[config.mk]
export PLATFORM = sky130hd
export DESIGN_NAME = descrambler_parallel_flat
export DESIGN_NICKNAME = d
export VERILOG_FILES = /design/src/rtl/descrambler_parallel_if.sv /design/src/rtl/descrambler_parallel.sv /design/src/flat_wrapper.sv
export SDC_FILE = /design/constraint.sdc
export NUM_CORES = 1
export LEC_CHECK = 0
export BUFFER_PORTS_ARGS = -buffer_cell sky130_fd_sc_hd__clkbuf_2
export CAP_MARGIN = 20
export CORE_ASPECT_RATIO = 0.8
export CORE_MARGIN = 4
export CORE_UTILIZATION = 49
export DETAILED_ROUTE_END_ITERATION = 6
export GPL_TIMING_DRIVEN = 0
export HOLD_SLACK_MARGIN = 0.12
export PLACE_DENSITY_LB_ADDON = 0.25
export SYNTH_ARGS = -nofsm -noshare
export SYNTH_HDL_FRONTEND = slang
export SYNTH_SLANG_ARGS = --single-unit
[constraint.sdc]
create_clock -name clock -period 1.15 [get_ports clock]
set_input_delay 0.23 -clock clock [delete_from_list [all_inputs] [get_ports clock]]
set_output_delay 0.23 -clock clock [all_outputs]
set_load 0.02 [all_outputs]
[src/rtl/descrambler_parallel_if.sv]
// rtl/descrambler_parallel_if.sv - 66-bit block stream bundle in and out of the descrambler
interface descrambler_parallel_if;
  logic [65:0] data_in;
  logic        data_in_valid;
  logic [65:0] data_out;
  logic        data_out_valid;

  modport master (
    output data_in,
    output data_in_valid,
    input  data_out,
    input  data_out_valid
  );

  modport slave (
    input  data_in,
    input  data_in_valid,
    output data_out,
    output data_out_valid
  );
endinterface

[src/rtl/descrambler_parallel.sv]
// rtl/descrambler_parallel.sv - 64b/66b parallel descrambler (1 + x^39 + x^58), header check; invalid-header counter built only under DESCRAM_ERR_CNT_EN
module descrambler_parallel #(
  parameter int ERR_CNT_W = 8
) (
  input  logic                 clock,
  input  logic                 reset,
  descrambler_parallel_if.slave link,
  input  logic                 bypass_enable,
  input  logic                 err_clear,
  output logic                 primed,
  output logic                 header_err,
  output logic [ERR_CNT_W-1:0] err_count
);

  logic [57:0]  s;
  logic [57:0]  s_next;
  logic [121:0] ext;
  logic [63:0]  r;
  logic [63:0]  d;
  logic         hdr_bad;
  logic [65:0]  dout_q;
  logic         dout_valid_q;

  assign r       = link.data_in[65:2];
  assign hdr_bad = (link.data_in[1:0] == 2'b00) || (link.data_in[1:0] == 2'b11);

  // ext[58+j] is line bit j of the stream (negative j reaches into the stored history)
  always_comb begin
    ext = '0;
    for (int k = 0; k < 58; k++) ext[k] = s[57-k];
    ext[121:58] = r;
    d = '0;
    for (int i = 0; i < 64; i++) d[i] = ext[58+i] ^ ext[19+i] ^ ext[i];
    s_next = '0;
    for (int k = 0; k < 58; k++) s_next[k] = r[63-k];
  end

  // Output block, header check and scrambled-history tracking (tracked even in bypass)
  always_ff @(posedge clock) begin
    if (reset) begin
      dout_q       <= {64'b0, 2'b10};
      dout_valid_q <= 1'b0;
      primed       <= 1'b0;
      header_err   <= 1'b0;
      s            <= '1;
    end else begin
      dout_valid_q <= link.data_in_valid;
      header_err   <= link.data_in_valid & hdr_bad;
      if (link.data_in_valid) begin
        dout_q <= {(bypass_enable ? r : d), link.data_in[1:0]};
        s      <= s_next;
        primed <= 1'b1;
      end
    end
  end

  assign link.data_out       = dout_q;
  assign link.data_out_valid = dout_valid_q;

`ifdef DESCRAM_ERR_CNT_EN
  logic [ERR_CNT_W-1:0] err_q;

  // Saturating invalid-header count; clear wins over a same-cycle error
  always_ff @(posedge clock) begin
    if (reset || err_clear) begin
      err_q <= '0;
    end else if (link.data_in_valid && hdr_bad && (err_q != {ERR_CNT_W{1'b1}})) begin
      err_q <= err_q + 1'b1;
    end
  end

  assign err_count = err_q;
`else
  logic unused_err_clear;
  assign unused_err_clear = err_clear;
  assign err_count        = '0;
`endif

endmodule

[src/flat_wrapper.sv]
// flat-port wrapper written by rule: the top's interface ports become plain ports
module descrambler_parallel_flat 
#(
  parameter int ERR_CNT_W = 8
)
  (clock, reset, bypass_enable, err_clear, primed, header_err, err_count, link_data_in, link_data_in_valid, link_data_out, link_data_out_valid);
  descrambler_parallel_if link_i ();
  input  logic clock;
  input  logic reset;
  input  logic bypass_enable;
  input  logic err_clear;
  output logic primed;
  output logic header_err;
  output logic [ERR_CNT_W-1:0] err_count;
  input wire logic [$bits(link_i.data_in)-1:0] link_data_in;
  input wire logic [$bits(link_i.data_in_valid)-1:0] link_data_in_valid;
  output wire logic [$bits(link_i.data_out)-1:0] link_data_out;
  output wire logic [$bits(link_i.data_out_valid)-1:0] link_data_out_valid;
  assign link_i.data_in = link_data_in;
  assign link_i.data_in_valid = link_data_in_valid;
  assign link_data_out = link_i.data_out;
  assign link_data_out_valid = link_i.data_out_valid;
  descrambler_parallel #(.ERR_CNT_W(ERR_CNT_W)) u_core (.clock(clock), .reset(reset), .link(link_i), .bypass_enable(bypass_enable), .err_clear(err_clear), .primed(primed), .header_err(header_err), .err_count(err_count));
endmodule
# Word-level counts from Yosys, hierarchy flattened
# Cells that the tools add are included.
word_totals:
  reg_bits: 127
  input_bits: 71
  output_inout_bits: 77
  word_cells: 138
classes:
  n_eq_ne: 1
  muxes: 1
  bitwise: 129
  n_reduce_logical: 2
ops:
  columns: ["cell", "count"]
  rows:
  - ["$xor 1x1->1", 128]
  - ["$mux 64", 1]
  - ["$eq 2x2->1 const B", 1]
  - ["$logic_not 2->1", 1]
  - ["$and 1x1->1", 1]
  - ["$logic_or 1x1->1", 1]

# Longest topological paths before layout
depth:
  ltp_word: 3
  depth_mapped: 5
  mapped_depth_nobuf: 3

# Least setup slack after synthesis
# No wires, ideal clock.
synth_timing:
  path_type: "input -> register"
  start: "input port reset"
  end: "register u_core.dout_q[11], in the netlist u_core.link.data_out[11]"
  setup_ps: 147
  t_arrival_ps: 1010
  t_required_ps: 1003
  setup_slack_ps: -7
  path_stages: 4
  n_path_buf: 3
  cell_sequence: "buf_4 -> buf_2 -> buf_1 -> a311oi_2"
synth_rtl:
  columns: ["element", "line_no", "text"]
  rows:
  - ["from (decl)", "flat_wrapper.sv:9", "input logic reset;"]
  - ["to (signal assigned)", "descrambler_parallel.sv:41", "dout_q <= {64'b0, 2'b10};"]
  - ["to (signal assigned)", "descrambler_parallel.sv:50", "dout_q <= {(bypass_enable ? r : d), link.data_in[1:0]};"]
  - ["to (decl)", "descrambler_parallel.sv:21", "logic [65:0] dout_q;"]
# No word-level cell between the ends.

# Worst setup path after layout
layout_timing:
  start: "register u_core.s[33]"
  end: "register u_core.dout_q[7], in the netlist u_core.link.data_out[7]"
layout_between:
  elab_chain_cells: 3
layout_rtl:
  columns: ["element", "line_no", "text"]
  rows:
  - ["from (decl)", "descrambler_parallel.sv:15", "logic [57:0] s;"]
  - ["from (signal assigned)", "descrambler_parallel.sv:51", "s <= s_next;"]
  - ["$xor 1x1->1 (2 in a row)", "descrambler_parallel.sv:33", "for (int i = 0; i < 64; i++) d[i] = ext[58+i] ^ ext[19+i] ^ ext[i];"]
  - ["$mux 64", "descrambler_parallel.sv:50", null]
# No other way between the ends.
# A chain may end at the register's enable or synchronous reset.

==> summary.md <==
| Metric | Value |
|---|---|
| Share of the cycle needed by the critical path after routing | 107.6% |
| Routed via count | a little over 6000 |
| # IOs | 148 |
| Placeable core region | 0.01234 mm² |
| Static leakage | roughly 3.8 nW |
| Worst slack on hold paths | around 0.13 ns |
| TritonCTS clock tree | yes |
| Cell total after placement | roughly 950 |
| Maximum capacitance violations | 0 |
| Worst supply voltage drop on vdd | 0.001190 V |
| Antenna diodes | 0 |
| Global placement routability congestion | around 0.96 |
| Die Height | 109.3 µm |
| Area growth, synth to finish | 55.51% |
| Deepest level of the CTS H-tree | 4 |
| Maximum number of pins on one net before global-route repair | 17 |
| Leading cell types in the layout, fill and taps excluded | 67 x nor2_1, 65 x dfxtp_2, 64 x o21ai_0 |
| Nets@finish | approximately 920 |
| Capturing element type of the critical path | flop |
| Hold crit path type | in -> reg |
| Critical path buffer and inverter count | 0 |
| Sequential fraction of the synthesis area | 40.49% |
| Slowest cell on the critical path | dfxtp_4 |
| Count of final hold-check violations | 0 |
| Overall die width | 134.6 µm |
| Source-to-sink clock delay at the later pin of the worst-skew pair | around 0.42 ns |
| Run status | complete, but fails checks |
| Post-route core utilization | between 70% and 80% |
| TritonCTS Sinks | about 130 |
| Root buffer cell | clkbuf_16 |
| Largest delay share family, worst path | flip-flops |
| Cell area after technology mapping | about 0.0063 mm² |
| Critical path class | reg -> reg |
| Total power | between 10 and 15 mW |
| Drt initial violations | ~550 |
| Full die area | about 0.015 mm² |
| Number of buffers added by the clock tree synthesis step | 17 |
| Most frequent standard cell in the layout excluding fill and tap cells | nor2_1 |
| Chain of cells forming the critical path | xnor2_2 -> or3_1 -> a311oi_1 |
| Syn avg cell area | between 9 and 10 µm² |
| RSZ-0062 raised after global routing | yes |
| Count of buffers from port buffering | 135 |
| #FFs+latches synth | between 100 and 150 |
| Yosys cell types | 17 |
| Top cell type by total area after synthesis | dfxtp_1 |
| Ratio of cells with drive above 1 in the final layout | between 50% and 60% |
| Share of Yosys cell area claimed by the top area cell type | around two fifths |
| Reg2Reg Setup Slack | -0.09 ns |
| Final worst-path setup slack | -0.08741 ns |
| Setup slack at placement | -0.3093 ns |
| Gr ovfl total | 0 |
| Post-detailed-routing wire length | 22790 µm |
| Count of filler cells inserted in the layout | 760 |
| Number of antenna violations at the first check in global routing | 0 |
| Cell types with the largest area share after synthesis | dfxtp_1 40%, a311oi_2 13%, xnor2_1 9.1% |
| Worst-margin pin slew | 0.6932 ns |
| Violations in the final reports | setup timing |
| Wire length of the first global-routing pass | ~33000 µm |
| Number of buffers on the longest clock path | 2 |
| Largest fanout of any net on the critical path | 3 |
| Filler-free cell count of the finished design | 1034 |
| Endpoint required time on the critical path | 1.47 ns |
| Yosys synthesis warning count | 0 |
| Global-route usage over all layers | 29.85% |
| Number of DRC violations after detailed routing | 0 |
| Arrival @ worst endpoint | 1.56 ns |
| Largest stage delay on the critical path | 0.38 ns |
| Clk_skew | 0.007016 ns |
| Total of endpoints with negative setup slack in the final report | 45 |
| Power per cell area | about 1500 mW/mm² |
| HPWL reported at the end of detailed placement | 15850 µm |
| Number of global-route vias before repair | between 5000 and 6000 |
| Relative max-transition margin | 53.79% |
| Drt first pass iters | 5 |
| Launching element type of the critical path | flop |
| Standard-cell rows | 36 |
| Final min period | approximately 1.2 ns |
| Clock slew at reported path FFs | ~0.060 ns |
| Maximum clock rate | 808.1 MHz |
| Number of slew-limit violations in the final report | 0 |
| Antenna violation net count after detailed routing | 0 |
| Initial standard-cell utilization of the core | slightly above 50% |
| Vias per Instance | between 5 and 6 |
| Post-Synthesis Cells | between 600 and 700 |
| Routed wire length per instance | 22.04 µm |
[cells in the mapped netlist]
cell type and number:
a211o_1 59, a311oi_1 8, a311oi_2 56, and2_1 1
buf_1 3, buf_2 19, buf_4 16, buf_6 7
clkbuf_1 18, conb_1 1, dfxtp_1 127, mux2i_1 1
nor2_1 67, nor2b_1 60, o21ai_0 64, or3_1 64
xnor2_1 65
[logic make-up (layout without fill, tap and decap cells)]
kind of cell / after synthesis / count (layout) / synth area share, %
compound gates: 187 / 187 / 27.83
xor+xnor: 65 / 65 / 9.066
buf+inv: 63 / 283 / 5.937
flops: 127 / 127 / 40.49
mux: 1 / 1 / 0.1594
other cells: 1 / 8 / 0.05972
simple gates: 192 / 192 / 16.46
[report_power, final]
part / internal, mW / switching, mW / total (mW)
Sequential: 4.77 / 0.418 / 5.18
Combinational: 1.54 / 1.49 / 3.03
Clock: 3.97 / 2.00 / 5.97
[registers in the layout (all words and copies together), names as in the netlist]
register,cells
u_core.primed,1
u_core.link.data_out_valid,1
u_core.header_err,1
u_core.link.data_out,66
u_core.s,58
[worst min-delay path: cells and delay by family]
family          cells  cell delay, ns
compound gates      2            0.18
buf+inv             1            0.09
[through the flow]
step                      TNS, ns  instance area (µm²)
after global placement     -26.73                 7198
after detailed placement   -26.87                 7198
after global routing       -2.806                 9766
after floorplan                 0                 6309
final                      -1.180                 9766
after CTS                 -0.6874                 9199
[cell type report]
class | count | area (µm²) | share of cell area (%)
Clock inverter | 8 | 150.1 | 1.537
Buffer | 63 | 375.4 | 3.844
Clock buffer | 24 | 511.7 | 5.240
Sequential cell | 127 | 2744 | 28.10
Multi-Input combinational cell | 453 | 4053 | 41.50
Tap cell | 171 | 214.0 | 2.191
Timing Repair Buffer | 188 | 1718 | 17.59
[metal layers]
metal	vias to the layer above	wire, µm	GRT usage, %
li1	2757	-	-
met1	2947	10080	41.45
met2	323	10450	47.20
met3	44	1787	6.596
met4	0	469	8.212
met5	-	0	0
[final timing paths]
check	start	end	depth (start not counted)
hold reg to reg	u_core.primed	u_core.primed	2
setup reg to reg	u_core.s[33]	u_core.link.data_out[7]	3
setup / recovery	u_core.s[33]	u_core.link.data_out[7]	3
hold / removal	link_data_in[27]	u_core.link.data_out[27]	3
[repair_timing]
| item | in CTS | in global routing |
|---|---|---|
| endpoints found under the setup margin | 112 | 102 |
| endpoints found under the hold margin | 46 | 0 |
| pin swaps | 33 | 50 |
| setup buffers | 1 | 9 |
| resized for setup | 238 | 127 |
| hold buffers | 47 | 0 |
Power figures use the tool's default switching activity.
